==> src/rtl/packet_injector_pkg.sv <==
// packet_injector_pkg: flit encodings, FSM states and header layout shared by the injector, arbiter and timer.
package packet_injector_pkg;
  localparam logic [2:0] FLIT_NONE   = 3'b000;
  localparam logic [2:0] FLIT_HEADER = 3'b001;
  localparam logic [2:0] FLIT_BODY   = 3'b010;
  localparam logic [2:0] FLIT_TAIL   = 3'b100;
  localparam int LEN_W = 12;
  localparam int DST_W = 4;
  localparam int HDR_W = LEN_W + DST_W;
  typedef enum logic [1:0] {IDLE, ARB, SEND} state_t;
  // A packet always needs at least a header and a tail.
  function automatic logic [LEN_W-1:0] clamp_len(input logic [LEN_W-1:0] len);
    return len < LEN_W'(2) ? LEN_W'(2) : len;
  endfunction
  // Header fields occupy the top of the flit word, length above destination.
  function automatic logic [HDR_W-1:0] header_fields(input logic [LEN_W-1:0] len, input logic [DST_W-1:0] dst);
    return {len, dst};
  endfunction
endpackage

==> src/rtl/packet_injector_credit_counter.sv <==
// credit_counter: tracks free downstream slots, saturating at CREDITS.
module credit_counter #(
  parameter int CREDITS = 4,
  parameter int CW = $clog2(CREDITS + 1)
) (
  input  logic          clk,
  input  logic          rst,
  input  logic          inc,
  input  logic          dec,
  output logic          avail,
  output logic [CW-1:0] count
);
  always_ff @(posedge clk or posedge rst) begin
    if (rst) count <= CW'(CREDITS);
    else if (dec && !inc) count <= count - CW'(1);
    else if (inc && !dec && count != CW'(CREDITS)) count <= count + CW'(1);
  end
  assign avail = count != '0;
endmodule

==> src/rtl/packet_injector.sv <==
// packet_injector: turns a packet request plus payload stream into header/body/tail flits under arbitration and credits.
module packet_injector
  import packet_injector_pkg::*;
#(
  parameter int DATA_W  = 32,
  parameter int CREDITS = 4
) (
  input  logic              clk,
  input  logic              rst,
  input  logic              pkt_start,
  input  logic [DST_W-1:0]  pkt_dst,
  input  logic [LEN_W-1:0]  pkt_len,
  output logic              pkt_ready,
  input  logic [DATA_W-1:0] pay_data,
  input  logic              pay_valid,
  output logic              pay_ready,
  output logic              req,
  input  logic              grant,
  output logic [2:0]        flit_id,
  output logic [LEN_W-1:0]  length,
  output logic [DATA_W-1:0] flit_data,
  output logic              flit_valid,
  input  logic              credit_in
);
  localparam int CW = $clog2(CREDITS + 1);
  state_t state, state_n;
  logic [LEN_W-1:0] idx;
  logic [DST_W-1:0] dst;
  logic [CW-1:0] credits;
  logic avail, send, last, accept;
  credit_counter #(.CREDITS(CREDITS), .CW(CW)) u_credits (
    .clk(clk), .rst(rst), .inc(credit_in), .dec(send), .avail(avail), .count(credits)
  );
  always_ff @(posedge clk or posedge rst) begin
    if (rst) state <= IDLE;
    else state <= state_n;
  end
  always_comb begin
    accept = state == IDLE && pkt_start;
    last = idx == length - LEN_W'(1);
    send = state == SEND && grant && avail && (idx == '0 || pay_valid);
    state_n = state == IDLE ? (pkt_start ? ARB : IDLE)
            : state == ARB  ? (grant ? SEND : ARB)
            : (send && last ? IDLE : SEND);
  end
  assign pkt_ready = state == IDLE;
  assign pay_ready = send && idx != '0;
  always_ff @(posedge clk or posedge rst) begin
    if (rst) begin
      req <= 1'b0;
      flit_valid <= 1'b0;
      flit_id <= FLIT_NONE;
      flit_data <= '0;
      length <= '0;
      dst <= '0;
      idx <= '0;
    end else begin
      req <= state_n != IDLE;
      flit_valid <= send;
      flit_id <= !send ? FLIT_NONE : idx == '0 ? FLIT_HEADER : last ? FLIT_TAIL : FLIT_BODY;
      flit_data <= !send ? '0 : idx == '0 ? {header_fields(length, dst), {(DATA_W-HDR_W){1'b0}}} : pay_data;
      if (accept) begin
        length <= clamp_len(pkt_len);
        dst <= pkt_dst;
        idx <= '0;
      end else if (send) idx <= idx + LEN_W'(1);
    end
  end
  credits_bounded: assert property (@(posedge clk) disable iff (rst) credits <= CW'(CREDITS));
endmodule

==> config.mk <==
export PLATFORM = sky130hd
export DESIGN_NAME = packet_injector
export DESIGN_NICKNAME = d
export VERILOG_FILES = /design/src/rtl/packet_injector_pkg.sv /design/src/rtl/packet_injector_credit_counter.sv /design/src/rtl/packet_injector.sv
export SDC_FILE = /design/constraint.sdc
export NUM_CORES = 1
export LEC_CHECK = 0
export CORE_UTILIZATION = 45
export CTS_CLUSTER_SIZE = 30
export DETAILED_ROUTE_END_ITERATION = 16
export PLACE_DENSITY = 0.77
export SETUP_SLACK_MARGIN = 0.5
export SLEW_MARGIN = 5
export SYNTH_ARGS = -nofsm -noshare
export SYNTH_HDL_FRONTEND = slang
export SYNTH_SLANG_ARGS = --single-unit
==> constraint.sdc <==
create_clock -name clk -period 3.69 [get_ports clk]
set_input_delay 0.369 -clock clk [delete_from_list [all_inputs] [get_ports clk]]
set_output_delay 0.369 -clock clk [all_outputs]
set_load 0.05 [all_outputs]
==> After elaboration in Yosys (flattened, before gate mapping) <==
Index checks and enable logic that the tools add are counted.
{ "classes": {"add_sub_neg": 4, "order_cmp": 1, "eq_ne": 4, "mux": 15, "n_reduce_logical": 19} }
{ "ops": {"columns": ["op", "count"], "rows": [
  ["2-to-1 mux 32 bit", 2],
  ["2-to-1 mux 12 bit", 3],
  ["2-to-1 mux 3 bit", 5],
  ["adder 12 x 1 -> 12 bit (second input constant)", 1],
  ["equality test 12 bit", 1],
  ["zero test 12 bit", 1],
  ["less-than comparator 12 x 2 -> 1 bit (second input constant)", 1],
  ["nonzero test 12 bit", 1],
  ["subtractor 12 x 1 -> 12 bit (second input constant)", 1],
  ["logical AND 1 bit", 9],
  ["2-to-1 mux 2 bit", 4],
  ["nonzero test 2 bit", 3],
  ["adder 3 x 1 -> 3 bit (second input constant)", 1],
  ["!= test 3 bit (second input constant)", 1],
  ["nonzero test 3 bit", 1],
  ["subtractor 3 x 1 -> 3 bit (second input constant)", 1],
  ["equality test 2 x 1 -> 1 bit (second input constant)", 1],
  ["equality test 2 bit (second input constant)", 1],
  ["zero test 1 bit", 2],
  ["zero test 2 bit", 1],
  ["logical OR 1 bit", 1],
  ["2-to-1 mux 1 bit", 1]
]} }
{ "word_totals": {"reg_bits": 70, "out_inout_bits": 51, "elab_cells": 52} }

==> Depth between registers and ports, before layout <==
Gate-level depths: netlist of run 1.
{ "depth": {"word_depth": 9, "mapped_depth": 12, "depth_no_buf": 11} }

==> By module <==
A second synthesis of run 1 with hierarchy kept.
{ "unflattened": {"hier_cells": 307, "hier_area_um2": 3223.1} }
{ "modules_own_cells": {"columns": ["module", "instances", "cells_per_inst", "area_each_um2", "seq_area_each_um2"], "rows": [
  ["packet_injector", 1, 282, 2992.9, 1676.6],
  ["credit_counter", 1, 25, 230.2, 76.3]
]} }

==> Worst setup path after synthesis of run 1 <==
No wires, ideal clock.
{ "synth_path": {"path_type": "reg-to-reg", "start": "register length[0]", "end": "register req", "t_arrival_ns": 2.504, "slack_ns": 1.059, "stages_incl_launch_ff": 11, "n_path_buf": 2, "period_less_slack_ns": 2.631, "path_cell_list": "dfrtp_1 > clkbuf_1 > inv_1 > ha_1 > buf_2 > o21ai_0 > or3_4 > a2111oi_4 > o311ai_2 > nor4b_2 > nor2_1"} }
{ "synth_between": {"elab_chain_len": 7} }
{ "synth_rtl": {"columns": ["item", "line", "rtl"], "rows": [
  ["start: declaration", "packet_injector.sv:20", "output logic [LEN_W-1:0] length,"],
  ["start signal: assignment", "packet_injector.sv:63", "length <= clamp_len(pkt_len);"],
  ["subtractor 12 x 1 -> 12 bit", "packet_injector.sv:40", "last = idx == length - LEN_W'(1);"],
  ["equality test 12 bit", "packet_injector.sv:40", null],
  ["logical AND 1 bit", "packet_injector.sv:44", ": (send && last ? IDLE : SEND);"],
  ["2-to-1 mux 2 bit", "packet_injector.sv:44", null],
  ["2-to-1 mux 2 bit", "packet_injector.sv:43", ": state == ARB ? (grant ? SEND : ARB)"],
  ["2-to-1 mux 2 bit", "packet_injector.sv:42", "state_n = state == IDLE ? (pkt_start ? ARB : IDLE)"],
  ["nonzero test 2 bit", "packet_injector.sv:58", "req <= state_n != IDLE;"],
  ["end signal: assignment", "packet_injector.sv:50", "req <= 1'b0;"],
  ["end signal: assignment", "packet_injector.sv:58", null],
  ["end: declaration", "packet_injector.sv:17", "output logic req,"]
]} }
No other way between the ends.
A chain may end at the register's enable or synchronous reset.

==> Final worst setup path of run 1 <==
{ "layout_path": {"start": "register idx[1]", "end": "register u_credits.count[2]"} }
{ "layout_between": {"elab_chain_len": 7, "elab_cells_between_ends": 9} }
{ "layout_rtl": {"columns": ["item", "line", "rtl"], "rows": [
  ["start: declaration", "packet_injector.sv:27", "logic [LEN_W-1:0] idx;"],
  ["start signal: assignment", "packet_injector.sv:66", "end else if (send) idx <= idx + LEN_W'(1);"],
  ["zero test 12 bit (*)", "packet_injector.sv:41", "send = state == SEND && grant && avail && (idx == '0 || pay_valid);"],
  ["logical OR 1 bit (*)", "packet_injector.sv:41", null],
  ["logical AND 1 bit (*)", "packet_injector.sv:41", null],
  ["zero test 1 bit", "packet_injector_credit_counter.sv:16", "else if (inc && !dec && count != CW'(CREDITS)) count <= count + CW'(1);"],
  ["logical AND 1 bit (2 in series)", "packet_injector_credit_counter.sv:16", null],
  ["nonzero test 2 bit (no source line)", null, null],
  ["end signal: assignment", "packet_injector_credit_counter.sv:14", "if (rst) count <= CW'(CREDITS);"],
  ["end signal: assignment", "packet_injector_credit_counter.sv:15", "else if (dec && !inc) count <= count - CW'(1);"],
  ["end signal: assignment", "packet_injector_credit_counter.sv:16", null],
  ["end: declaration", "packet_injector_credit_counter.sv:11", "output logic [CW-1:0] count"]
]} }
Every way passes the cells marked *; elsewhere a longest branch is shown, timed or not.

==> metrics, run 1 <==
status=finished, final reports clean; H-tree depth=3; cts bufs inserted=9; period utilization=0.748; worst hold path class=reg -> reg; DP Worst Slack=a little over 0.8 ns; initial drt markers=125; Via Count=2864; PD cells=803 nW/um2; Via-to-Cell Ratio=5.29; first-pass GRT wire length=13200 um; Syn-to-layout area delta=37.3%; Slew HR=0.278; final setup fails=0; average routed wire per standard cell=15.6 um; async set-reset flop share out of synthesis=1.00; Placement Cell Area=4510 um2; FF+latch count, synth=70; Worst setup EP type=flip-flop; Psw=1770 uW; Final Worst Setup Slack=0.930 ns; Clock Sinks=70; syn_nets=398; f_max=362 MHz; hold buffers post-CTS=0; Die W=just under 90 um; clock group share of total power=0.161; CTS tree=done; final hold vios=0; ratio of cells with drive above 1 in the final layout=0.0792; Comb power frac=0.503; internal power=2010 uW; number of enable flip-flop cells after synthesis=0; Max Slew Vio Count=0; CTS root buf=clkbuf_8; pin count of the biggest net entering global routing=54; sum of negative setup slack=0 ns; Total GRT Usage=0.223; antenna viol nets, final=0; crit path launch type=flip-flop; Worst Skew=0.0131 ns; post-CTS setup buffers=0; Mapped Cells=340; initial antenna violation count=0; Die Ht=89.3 um; post-synth cell types=59; Post-Syn Area per Cell=10.1 um2; row count=31; Worst R2R Setup Slack=0.93 ns; Seq pwr share=0.336; number of global-route vias before repair=2641; n_diodes=0; switching share of total power=0.468; DRC=0; Total Wirelength=8420 um; Final Critical Period=2.76 ns; detailed placement HPWL=roughly 6000 um; Worst VDD drop=304 uV; Initial Utilization=0.470; Seq/Total Area, Yosys=0.512; Post-synth top flop=dfrtp_1; worst-skew pair later-pin latency=about 0.35 ns; Crit path required time=3.96 ns; Syn Std Cell Area=3430 um2; Critical Path AT=a little over 3 ns; port buffer count=104; Finished Cell Area=4710 um2; final net count=495; Core Box Area=7290 um2; DRT Pass-1 Iters=4; clock buffer depth=2; I/O pins=105; Worst-Margin Slew=1.08 ns; CP Class=reg -> reg; Ys Warns=0; max-cap viol count=0; crit path max fanout=5; total gr overflow=0; DIE AREA=around 8000 um2; RSZ-0062 raised after global routing=false; Resize count post-CTS=0; GP Congestion=0.922; Static Leak=~0.0021 uW; Clk pin slew, worst setup/hold paths=around 0.080 ns
-- cell usage after synthesis, types with 2 or more instances --
| library cell | number | area [um2] |
|---|---|---|
| a211oi_1 | 2 | 15.0 |
| o21ai_1 | 4 | 20.0 |
| nand3_1 | 5 | 25.0 |
| or3_1 | 6 | 37.5 |
| nor2_2 | 2 | 12.5 |
| dfrtp_1 | 69 | 1730 |
| buf_6 | 2 | 22.5 |
| xor2_1 | 12 | 105 |
| and3_1 | 5 | 31.3 |
| xnor2_1 | 8 | 70.1 |
| nand2_1 | 51 | 191 |
| nand3b_1 | 2 | 15.0 |
| buf_4 | 2 | 15.0 |
| nor3_1 | 11 | 55.1 |
| o21ai_0 | 6 | 30.0 |
| nand4_1 | 8 | 50.1 |
| a21oi_1 | 9 | 45.0 |
| o211ai_1 | 2 | 15.0 |
| nand4b_1 | 2 | 17.5 |
| nor4_1 | 4 | 25.0 |
| ha_1 | 3 | 37.5 |
| clkbuf_1 | 14 | 52.6 |
| nor2_1 | 22 | 82.6 |
| a22o_1 | 18 | 158 |
| buf_2 | 3 | 15.0 |
| and2_1 | 20 | 125 |
| a31oi_1 | 3 | 18.8 |
| inv_1 | 12 | 45.0 |
| mux2i_1 | 2 | 20.0 |
| nor2b_1 | 2 | 12.5 |
-- stage by stage --
stage | hold slack (ns) | utilization | power, uW | instances
floorplan | 0.439 | - | 2580 | 340
global placement | 0.461 | 0.619 | 3140 | 525
detailed placement | 0.470 | 0.619 | 3180 | 525
CTS | 0.489 | 0.646 | 3800 | 541
global route | 0.536 | 0.646 | 3990 | 541
finish | 0.491 | 0.646 | 3780 | 541
-- cells in the final DEF, fill, tap and decap left out, drive strengths merged, types with 3 or more instances in the layout --
cell type / n
a22o: 18
clkbuf: 9
clkinv: 3
nand4: 8
xor2: 12
or3: 7
clkdlybuf4s50: 103
nand2: 51
buf: 5
o21ai: 11
ha: 3
and2: 20
a31oi: 3
nor3: 11
inv: 14
and3: 5
nor2: 24
a21oi: 9
xnor2: 8
nor4: 5
dfrtp: 69
nand3: 6
-- routing by layer --
metal | GRT usage | part of all wire
met5 | 0 | 0
met4 | 0.107 | 0.019
met3 | 0.0471 | 0.069
met2 | 0.338 | 0.47
met1 | 0.308 | 0.44
-- cell families after synthesis --
logic type               count (synthesis)  share of synthesized area
buffers and inverters                   35                     0.0460
AO/OA/AOI/OAI                           57                      0.128
AND/OR/NAND/NOR                        150                      0.227
multiplexers                             2                    0.00584
XOR/XNOR                                22                     0.0646
flip-flops                              70                      0.512
adder cells (fa/ha/maj)                  4                     0.0168
-- critical path, stage by stage, from the launching register on --
cell,delay (ns)
dfrtp_1,0.42
inv_1,0.10
ha_1,0.14
nor4b_1,0.28
and3_1,0.29
o21ai_2,0.11
inv_2,0.08
nand2b_1,0.10
fa_1,0.44
or4_1,0.53
o21ai_0,0.08
a221oi_1,0.10
-- final timing paths --
path | startpoint | endpoint | cells past startpoint
max | idx[1]$_DFFE_PP0P_ | u_credits.count[2]$_DFFE_PP1P_ | 11
max in group asynchronous | rst | flit_data[27]$_DFF_PP0_ | 3
min in group asynchronous | rst | flit_data[0]$_DFF_PP0_ | 2
max reg2reg | idx[1]$_DFFE_PP0P_ | u_credits.count[2]$_DFFE_PP1P_ | 11
min reg2reg | dst[0]$_DFFE_PP0P_ | dst[0]$_DFFE_PP0P_ | 2
min | dst[0]$_DFFE_PP0P_ | dst[0]$_DFFE_PP0P_ | 2
-- power by group through the flow --
stage	clock [uW]	sequential (uW)	combinational (uW)
6_report	608	1270	1900
2_1_floorplan	0	1700	880
4_1_cts	626	1260	1910
5_1_grt	648	1300	2040
3_5_place_dp	0	1280	1900
3_3_place_gp	0	1270	1870
-- registers in the layout, indices dropped and copies added, names as in the netlist --
name	count
idx	12
dst	4
flit_data	32
length	12
req	1
flit_id	3
flit_valid	1
u_credits.count	3
state	2
-- cell type report --
class / instances / area, um2
Fill cell: 615 / 2580
Timing Repair Buffer: 108 / 1070
Inverter: 13 / 48.8
Clock inverter: 7 / 72.6
Tap cell: 99 / 124
Sequential cell: 70 / 1750
Clock buffer: 9 / 124
Multi-Input combinational cell: 235 / 1520
Power figures use the tool's default switching activity.
==> inputs of run 2 (changes only) <==
--- a/config.mk
+++ b/config.mk
@@ -5,10 +5,10 @@
 export SDC_FILE = /design/constraint.sdc
 export NUM_CORES = 1
 export LEC_CHECK = 0
-export CORE_UTILIZATION = 45
+export CORE_UTILIZATION = 42
 export CTS_CLUSTER_SIZE = 30
 export DETAILED_ROUTE_END_ITERATION = 16
-export PLACE_DENSITY = 0.77
+export PLACE_DENSITY = 0.76
 export SETUP_SLACK_MARGIN = 0.5
 export SLEW_MARGIN = 5
 export SYNTH_ARGS = -nofsm -noshare
==> constraint.sdc (replaced) <==
create_clock -name clk -period 2.5 [get_ports clk]
set_input_delay 0.25 -clock clk [delete_from_list [all_inputs] [get_ports clk]]
set_output_delay 0.25 -clock clk [all_outputs]
set_load 0.05 [all_outputs]
==> run 2 against run 1 <==
  * First-iteration DRC count rose by 62%
  * Worst hold slack got worse by 0.16 ns
  * Highest routed layer unchanged
  * Fmax rose by 22%
  * Sequential share of layout area fell by 4.1 points
  * Design area rose by 13%
==> metrics, run 2 (same netlist as run 1, synthesis figures left out) <==
Core Box Area=roughly 8000 um2; CTS tree=done; first-pass GRT wire length=14800 um; period utilization=0.907; total gr overflow=0; Crit path required time=around 2.8 ns; Via Count=3154; Static Leak=around 0.0023 uW; Slew HR=0.548; Worst setup EP type=flip-flop; final setup fails=0; Die Ht=92.3 um; Clock Sinks=70; Total Wirelength=9830 um; Buf/Inv on CP=2; port buffer count=104; Total GRT Usage=0.228; initial antenna violation count=0; cell count after placement=roughly 550; Max Slew Vio Count=0; most common cell after layout, fill and taps aside=clkdlybuf4s50_1; n_diodes=0; Critical Path AT=2.55 ns; DP Worst Slack=-0.0109 ns; CTS root buf=clkbuf_8; Initial Utilization=0.439; antenna viol nets, final=0; Worst path slowest cell=or4_4; Finished Cell Area=5310 um2; max reg flops=32; Clk pin slew, worst setup/hold paths=0.08 ns; RSZ-0062 raised after global routing=true; crit path launch type=flip-flop; Worst R2R Setup Slack=0.23 ns; worst stage delay on the critical path=about 0.42 ns; Reg with most FFs=flit_data; f_max=441 MHz; DRT Pass-1 Iters=5; worst-skew pair later-pin latency=0.36 ns; Syn-to-layout area delta=54.9%; Final Worst Setup Slack=about 0.23 ns; Most Frequent Cell on Critical Path=inv_2; Cell Count, Final, Fillers Out=586; pin count of the biggest net entering global routing=31; Critical Path, Cell by Cell=inv_2 > ha_4 > nor4b_4 > and3_4 > o21ai_4 > inv_2 > nand2b_4 > fa_2 > or4_4 > o21ai_2 > a221oi_1; DRC=0; sum of negative setup slack=0 ns; final net count=537; CP Class=reg -> reg; final hold vios=0; number of global-route vias before repair=3006; clock buffer depth=2; most frequent cells in the layout=clkdlybuf4s50_1, dfrtp_1, nand2_1; DIE AREA=8520 um2; H-tree depth=3; status=finished, final reports clean; max-cap viol count=0; detailed placement HPWL=roughly 6500 um; PD cells=approximately 1200 nW/um2; cts bufs inserted=9; row count=32; Via-to-Cell Ratio=5.38; Die W=92.3 um; Final Critical Period=2.27 ns; average routed wire per standard cell=16.8 um; Worst Skew=around 0.0095 ns; Top Registers=flit_data x32, idx x12, length x12; worst hold path class=in -> async; ratio of cells with drive above 1 in the final layout=0.223; Placement Cell Area=4750 um2; initial drt markers=~200; crit path max fanout=3; GP Congestion=0.866; hold buffers post-CTS=0; Worst-Margin Slew=0.676 ns; CP delay by family, top=simple AND/OR/NAND/NOR gates; I/O pins=105; Worst VDD drop=792 uV
[run 2: cell count changes in the layout (fill, tap and decap cells not counted), moves of 3 or more]
cell	change
buf_12	+4
buf_4	+34
buf_6	+3
clkdlybuf4s50_1	-8
dfrtp_1	-5
dfrtp_2	+5
dlygate4sd2_1	+7
inv_1	-5
o21ai_0	-3
[run 2: what timing repair did]
item                                    CTS  global route
buffers inserted                         10            11
pin swaps                                 8            12
endpoints found under the setup margin   20            17
hold endpoints to repair                  0             0
resized for setup                        18            31
cloned                                    1             0
[run 2: path summary, 6_finish.rpt]
path | from | cells past startpoint | end
worst min-delay path | rst | 2 | flit_data[9]$_DFF_PP0_
worst max-delay path | idx[1]$_DFFE_PP0P_ | 11 | u_credits.count[2]$_DFFE_PP1P_
max in group asynchronous | rst | 3 | length[10]$_DFFE_PP0P_
worst max register to register | idx[1]$_DFFE_PP0P_ | 11 | u_credits.count[2]$_DFFE_PP1P_
min in group clk | pkt_dst[3] | 3 | dst[3]$_DFFE_PP0P_
worst min register to register | dst[3]$_DFFE_PP0P_ | 2 | dst[3]$_DFFE_PP0P_
[run 2: per-stage QoR]
stage	power (uW)	hold WS (ns)	util
detailed placement	4960	0.464	0.608
floorplan	3890	0.325	-
global route	6690	0.395	0.680
finish	6390	0.333	0.680
global placement	4880	0.460	0.608
CTS	5990	0.345	0.650
[run 2: final cells by class]
type	instances	area (um2)
fillers	585	2500
flip-flops and latches	70	1760
multi-input cells	235	1720
repair buffers	150	1460
clock buffers	10	138
well taps	102	128
inverters	13	57.6
clock inverters	6	46.3
[run 2: power breakdown]
group          switching, uW  internal (uW)
Combinational           2200           1570
Sequential               293           1470
Clock                    469            392
[run 2: worst register-to-register path: cells and delay by family (launching register included)]
family / cells / cell delay, ns
flip-flops: 1 / 0.40
AO/OA/AOI/OAI: 3 / 0.21
AND/OR/NAND/NOR: 4 / 0.88
adder cells (fa/ha/maj): 2 / 0.50
buffers and inverters: 2 / 0.19
[run 2: metal layers]
metal  vias to the layer above  part of all wire  global-route usage
li1                       1449                 -                   -
met1                      1540              0.41               0.282
met2                       133              0.49               0.378
met3                        32             0.062              0.0550
met4                         0             0.029               0.102
met5                         -                 0                   0
==> inputs of run 3 (changes only) <==
--- a/config.mk
+++ b/config.mk
@@ -8,9 +8,10 @@
 export CORE_UTILIZATION = 42
 export CTS_CLUSTER_SIZE = 30
 export DETAILED_ROUTE_END_ITERATION = 16
+export GPL_TIMING_DRIVEN = 1
 export PLACE_DENSITY = 0.76
 export SETUP_SLACK_MARGIN = 0.5
-export SLEW_MARGIN = 5
+export SLEW_MARGIN = 40
 export SYNTH_ARGS = -nofsm -noshare
 export SYNTH_HDL_FRONTEND = slang
 export SYNTH_SLANG_ARGS = --single-unit
==> results of run 3 <==
Same layout as run 2: the final DEF is identical, and so are final timing and power.
==> RTL edit 1, RTL diff (config.mk and constraints of run 1) <==
The 3 states of `state_t` get a one-hot encoding in 3 bits.
--- a/src/rtl/packet_injector_pkg.sv
+++ b/src/rtl/packet_injector_pkg.sv
@@ -7,7 +7,7 @@
   localparam int LEN_W = 12;
   localparam int DST_W = 4;
   localparam int HDR_W = LEN_W + DST_W;
-  typedef enum logic [1:0] {IDLE, ARB, SEND} state_t;
+  typedef enum logic [2:0] {IDLE = 3'b001, ARB = 3'b010, SEND = 3'b100} state_t;
   // A packet always needs at least a header and a tail.
   function automatic logic [LEN_W-1:0] clamp_len(input logic [LEN_W-1:0] len);
     return len < LEN_W'(2) ? LEN_W'(2) : len;
Formal check against the unedited RTL: no difference found for any inputs over 10 cycles, from zero or initial values and one cycle with rst high; not proved beyond that.
==> RTL edit 1 against run 1 <==
Utilization down 0.29 points. Power is 29% lower. Sequential power fell by 19%. Sequential cell count is 1 higher. Routed wire length down 1.6%. Combinational power is 42% lower. Via count is 1.3% lower. Die area decreased by 1.4%. Highest routed layer unchanged. Synthesized area is 1.5% lower. Clock skew fell by 4.8 ps. Critical path type is now flop to primary output. Design area fell by 0.98%. Register-to-register slack better by 40 ps. Sequential share of layout area rose by 0.93 points. Setup slack worse by 170 ps.
==> RTL edit 1: results (changes against run 1) <==
| Metric | Value |
|---|---|
| Outcome | `finished, final reports clean` |
| Worst hold slack | `484 ps (-6.72 ps)` |
| Share of cells above drive strength 1 | `8.70% (+0.78 points)` |
| WHS Path Cells | `2 (unchanged)` |
| Post-CTS Resized | `0 (unchanged)` |
| Hold Path Class | `flop to flop` |
| GR Util All Layers | `22.2% (-0.16 points)` |
| # Post-CTS Setup Buffers | `0 (unchanged)` |
| Flop2flop setup slack | `970 ps (+40 ps)` |
| Htree depth | `3 (unchanged)` |
| Initial antenna violation count | `0 (unchanged)` |
| Syn Nets | `391 (-1.8%)` |
| CTS clk-pin slew, worst paths | `about 70 ps` |
| Worst r2r dst | `u_credits.count[2]` |
| Cells after DPL | `520 (-0.95%)` |
| HP Start | `dst[1]` |
| Post-layout net count | `490 (-1.0%)` |
| Post-synth top flop | `dfrtp_1` |
| Asr flop ratio synth | `100% (unchanged)` |
| Yosys cell types | `55 (-6.8%)` |
| Top Registers | `flit_data x32, idx x12, length x12` |
| Initial DRC Count | `212 (+70%)` |
| CTS Root Cell | `clkbuf_8` |
| Number of global-route vias before repair | `2,626 (-0.57%)` |
| Dominant cells by area after synthesis | `dfrtp_1 (51%), nand2_1 (6.7%), a22o_1 (4.1%), and3_1 (3.5%), xor2_1 (2.9%)` |
| Hpwl dp | `6020 um (-1.1%)` |
| Register area share after synthesis | `52.7% (+1.5 points)` |
| Static Leak | `2.12 nW (+3.0%)` |
| Number of CTS-inserted buffers | `9 (unchanged)` |
| Fmax | `341 MHz (-5.8%)` |
| Vias per cell | `5.28 (-0.34%)` |
| R2R depth | `11 (unchanged)` |
| Critical Path AT | `2560 ps (-470 ps)` |
| Crit-path max FO | `37 (+32)` |
| CP startpoint | `idx[0]` |
| Worst-Margin Slew | `958 ps (-122 ps)` |
| DP Worst Slack | `904 ps (+96.0 ps)` |
| Avg Inst Size Synth | `10.1 um^2 (+0.61%)` |
| Peak VDD IR | `0.207 mV (-32%)` |
| Clock buffer depth | `2 (unchanged)` |
| CP endpoint | `pay_ready` |
| GP Congestion | `0.880 (-4.6%)` |
| Clk_skew | `8.29 ps (-4.84 ps)` |
| Pin count of the biggest net entering global routing | `72 (+33%)` |
| Global-route wire length before repair | `12,900 um (-2.1%)` |
| Drt wl/cell | `15.5 um (-0.72%)` |
| Placed Area | `4470 um^2 (-0.83%)` |
| Pre-Repair DR Iteration Count | `4 (unchanged)` |
| Inserted Diodes | `0 (unchanged)` |
| Hold path endpoint | `dst[1]` |
| Final Instance Count excl. Fillers | `536 (-0.92%)` |
| Post-synth top cells | `dfrtp_1 (69), nand2_1 (60), and3_1 (19)` |
[RTL edit 1: cell types whose count changed after synthesis, sizes merged, moves of 3 or more]
cell | run 1 | this run
and2 | 20 | 3
a21oi | 9 | 13
and3 | 5 | 19
buf | 8 | 11
or3 | 7 | 4
clkbuf | 14 | 10
nand4 | 8 | 5
nor2 | 24 | 19
nand2 | 51 | 60
[RTL edit 1: kinds of logic after synthesis]
| family | synth area share (%) |
|---|---|
| flops | 52.7 |
| xor+xnor | 5.11 |
| compound gates | 12.5 |
| fa+ha+maj | 1.70 |
| simple gates | 23.0 |
| buf+inv | 5.00 |
[RTL edit 1: final cells by class]
| type | instances | area (um^2) |
|---|---|---|
| repair buffers | 109 | 1090 |
| multi-input cells | 228 | 1430 |
| flip-flops and latches | 71 | 1780 |
| inverters | 13 | 48.8 |
| clock inverters | 5 | 32.5 |
| clock buffers | 11 | 151 |
| fillers | 580 | 2590 |
| well taps | 99 | 124 |
[RTL edit 1: layer usage]
| metal | share of wire, % | track usage (%) |
|---|---|---|
| met4 | 2.6 | 10.9 |
| met5 | 0 | 0 |
| met1 | 45 | 30.3 |
| met3 | 6.3 | 4.76 |
| met2 | 46 | 33.6 |
[RTL edit 1: where the power goes]
| group | total [mW] | switching [mW] | leakage [nW] | internal, mW |
|---|---|---|---|---|
| combinational | 1.10 | 0.671 | 1.10 | 0.425 |
| clock | 0.564 | 0.286 | 0.0873 | 0.278 |
| sequential | 1.03 | 0.118 | 0.930 | 0.916 |
[RTL edit 1: worst max-delay path: stages, from the launching register on]
cell and delay [ps]:
dfrtp_1 430, inv_1 120, ha_1 150, nor4b_2 190, nand3_1 110, buf_4 210, a21oi_2 180, buf_6 260
and2_1 160, buf_4 230, buf_12 170
==> RTL edit 2, RTL diff (settings of run 1) <==
Without the edit above. `CREDITS` is set to 4 in 2 places; all go to 2.
--- a/src/rtl/packet_injector_credit_counter.sv
+++ b/src/rtl/packet_injector_credit_counter.sv
@@ -1,6 +1,6 @@
 // credit_counter: tracks free downstream slots, saturating at CREDITS.
 module credit_counter #(
-  parameter int CREDITS = 4,
+  parameter int CREDITS = 2,
   parameter int CW = $clog2(CREDITS + 1)
 ) (
   input  logic          clk,
--- a/src/rtl/packet_injector.sv
+++ b/src/rtl/packet_injector.sv
@@ -3,7 +3,7 @@
   import packet_injector_pkg::*;
 #(
   parameter int DATA_W  = 32,
-  parameter int CREDITS = 4
+  parameter int CREDITS = 2
 ) (
   input  logic              clk,
   input  logic              rst,
Function: changed (Yosys sat finds a counterexample within 10 cycles, from zero or initial values and one cycle with rst high).
==> RTL edit 2 against run 1 <==
Count of clock-buffer cells in the layout is the same. Utilization rose by 1.2 points. Final cell count shrank 11%. Combinational power fell by 11%. Power down 3.4%. Sequential cell count fell by 1. Largest power group unchanged. Design area decreased by 5.6%. Synthesized area fell by 8.7%. Global-route usage up 0.34 points. Routed wire length shrank 9.1%. Setup slack got worse by 210 ps. Die area decreased by 8.5%.
==> RTL edit 2: results (changes against run 1) <==
| Metric | Value |
|---|---|
| Slowest library cell on the worst path | `dlygate4sd2_1` |
| Multi-input gate count | `201 (-14%)` |
| Peak VDD IR | `0.501 mV (+65%)` |
| Dominant cells by area after synthesis | `dfrtp_1 (54%), nand2_1 (5.8%), a22o_1 (4.5%), and2_1 (4.2%), xnor2_1 (3.6%)` |
| Non-clock buffering overhead | `23.7% (+1.0 points)` |
| HP Start | `dst[3]` |
| Register Area | `1730 um^2 (-1.4%)` |
| Static Leak | `1.98 nW (-3.5%)` |
| Clk_skew | `20.4 ps (+7.30 ps)` |
| Flop2flop setup slack | `840 ps (-90 ps)` |
| Hold path endpoint | `dst[3]` |
| GR Util met2 | `37.4% (+3.6 points)` |
| Clock buf/inv share | `5.52% (+1.3 points)` |
| Vias per cell | `5.24 (-1.1%)` |
| Post-CTS Resized | `1 (+1)` |
| Sw frac | `43.4% (-3.4 points)` |
| Pin count of the biggest net entering global routing | `70 (+30%)` |
| Share of cells above drive strength 1 | `7.20% (-0.72 points)` |
| Inverters | `11 (-2)` |
| Nonclk buf count | `106 (-1.9%)` |
| Yosys reg bits | `69 (-1.4%)` |
| Met3 wire length | `464 um (-20%)` |
| R2R depth | `8 (-3)` |
| Met3 Use GR | `5.93% (+1.2 points)` |
| Final Instance Count excl. Fillers | `483 (-11%)` |
| Post-synth top cells | `dfrtp_1 (68), nand2_1 (48), and2_1 (21)` |
| Fraction of area in multi-input gates | `28.7% (-3.5 points)` |
| Worst hold slack | `481 ps (-9.75 ps)` |
| WL met1 | `3420 um (-8.0%)` |
| Yosys cell types | `45 (-24%)` |
| Placed Area | `4200 um^2 (-6.9%)` |
| RR Startpoint | `length[0]` |
| Post-synth top area share | `54.4% (+4.0 points)` |
| Grt met1 use | `28.9% (-1.9 points)` |
| Syn Nets | `355 (-11%)` |
| CP startpoint | `idx[0]` |
| Met2 WL | `3650 um (-7.9%)` |
| Outcome | `finished, final reports clean` |
| Global-route wire length before repair | `12,600 um (-4.4%)` |
| Seq/total area | `38.9% (+1.6 points)` |
| Fmax | `336 MHz (-7.2%)` |
[RTL edit 2: cell types whose count changed after synthesis, sizes merged, moves of 4 or more]
cell          run 1  this run
nor2             24        20
xnor2             8        13
o21ai            11         7
mux2i             2         7
nand4             8         3
or3               7         1
buf               8         4
xor2             12         8
[RTL edit 2: logic make-up after synthesis]
logic type / share of synthesized area, %
AND/OR/NAND/NOR: 20.7
flip-flops: 55.2
adder cells (fa/ha/maj): 1.20
multiplexers: 2.60
buffers and inverters: 4.16
XOR/XNOR: 5.88
AO/OA/AOI/OAI: 10.3
[RTL edit 2: power groups by stage]
stage | logic [mW] | registers, mW | clock network, mW
after global placement | 1.67 | 1.21 | 0
after detailed placement | 1.69 | 1.22 | 0
after global routing | 1.80 | 1.24 | 0.806
after floorplan | 0.664 | 1.71 | 0
after CTS | 1.70 | 1.21 | 0.765
final | 1.69 | 1.21 | 0.754
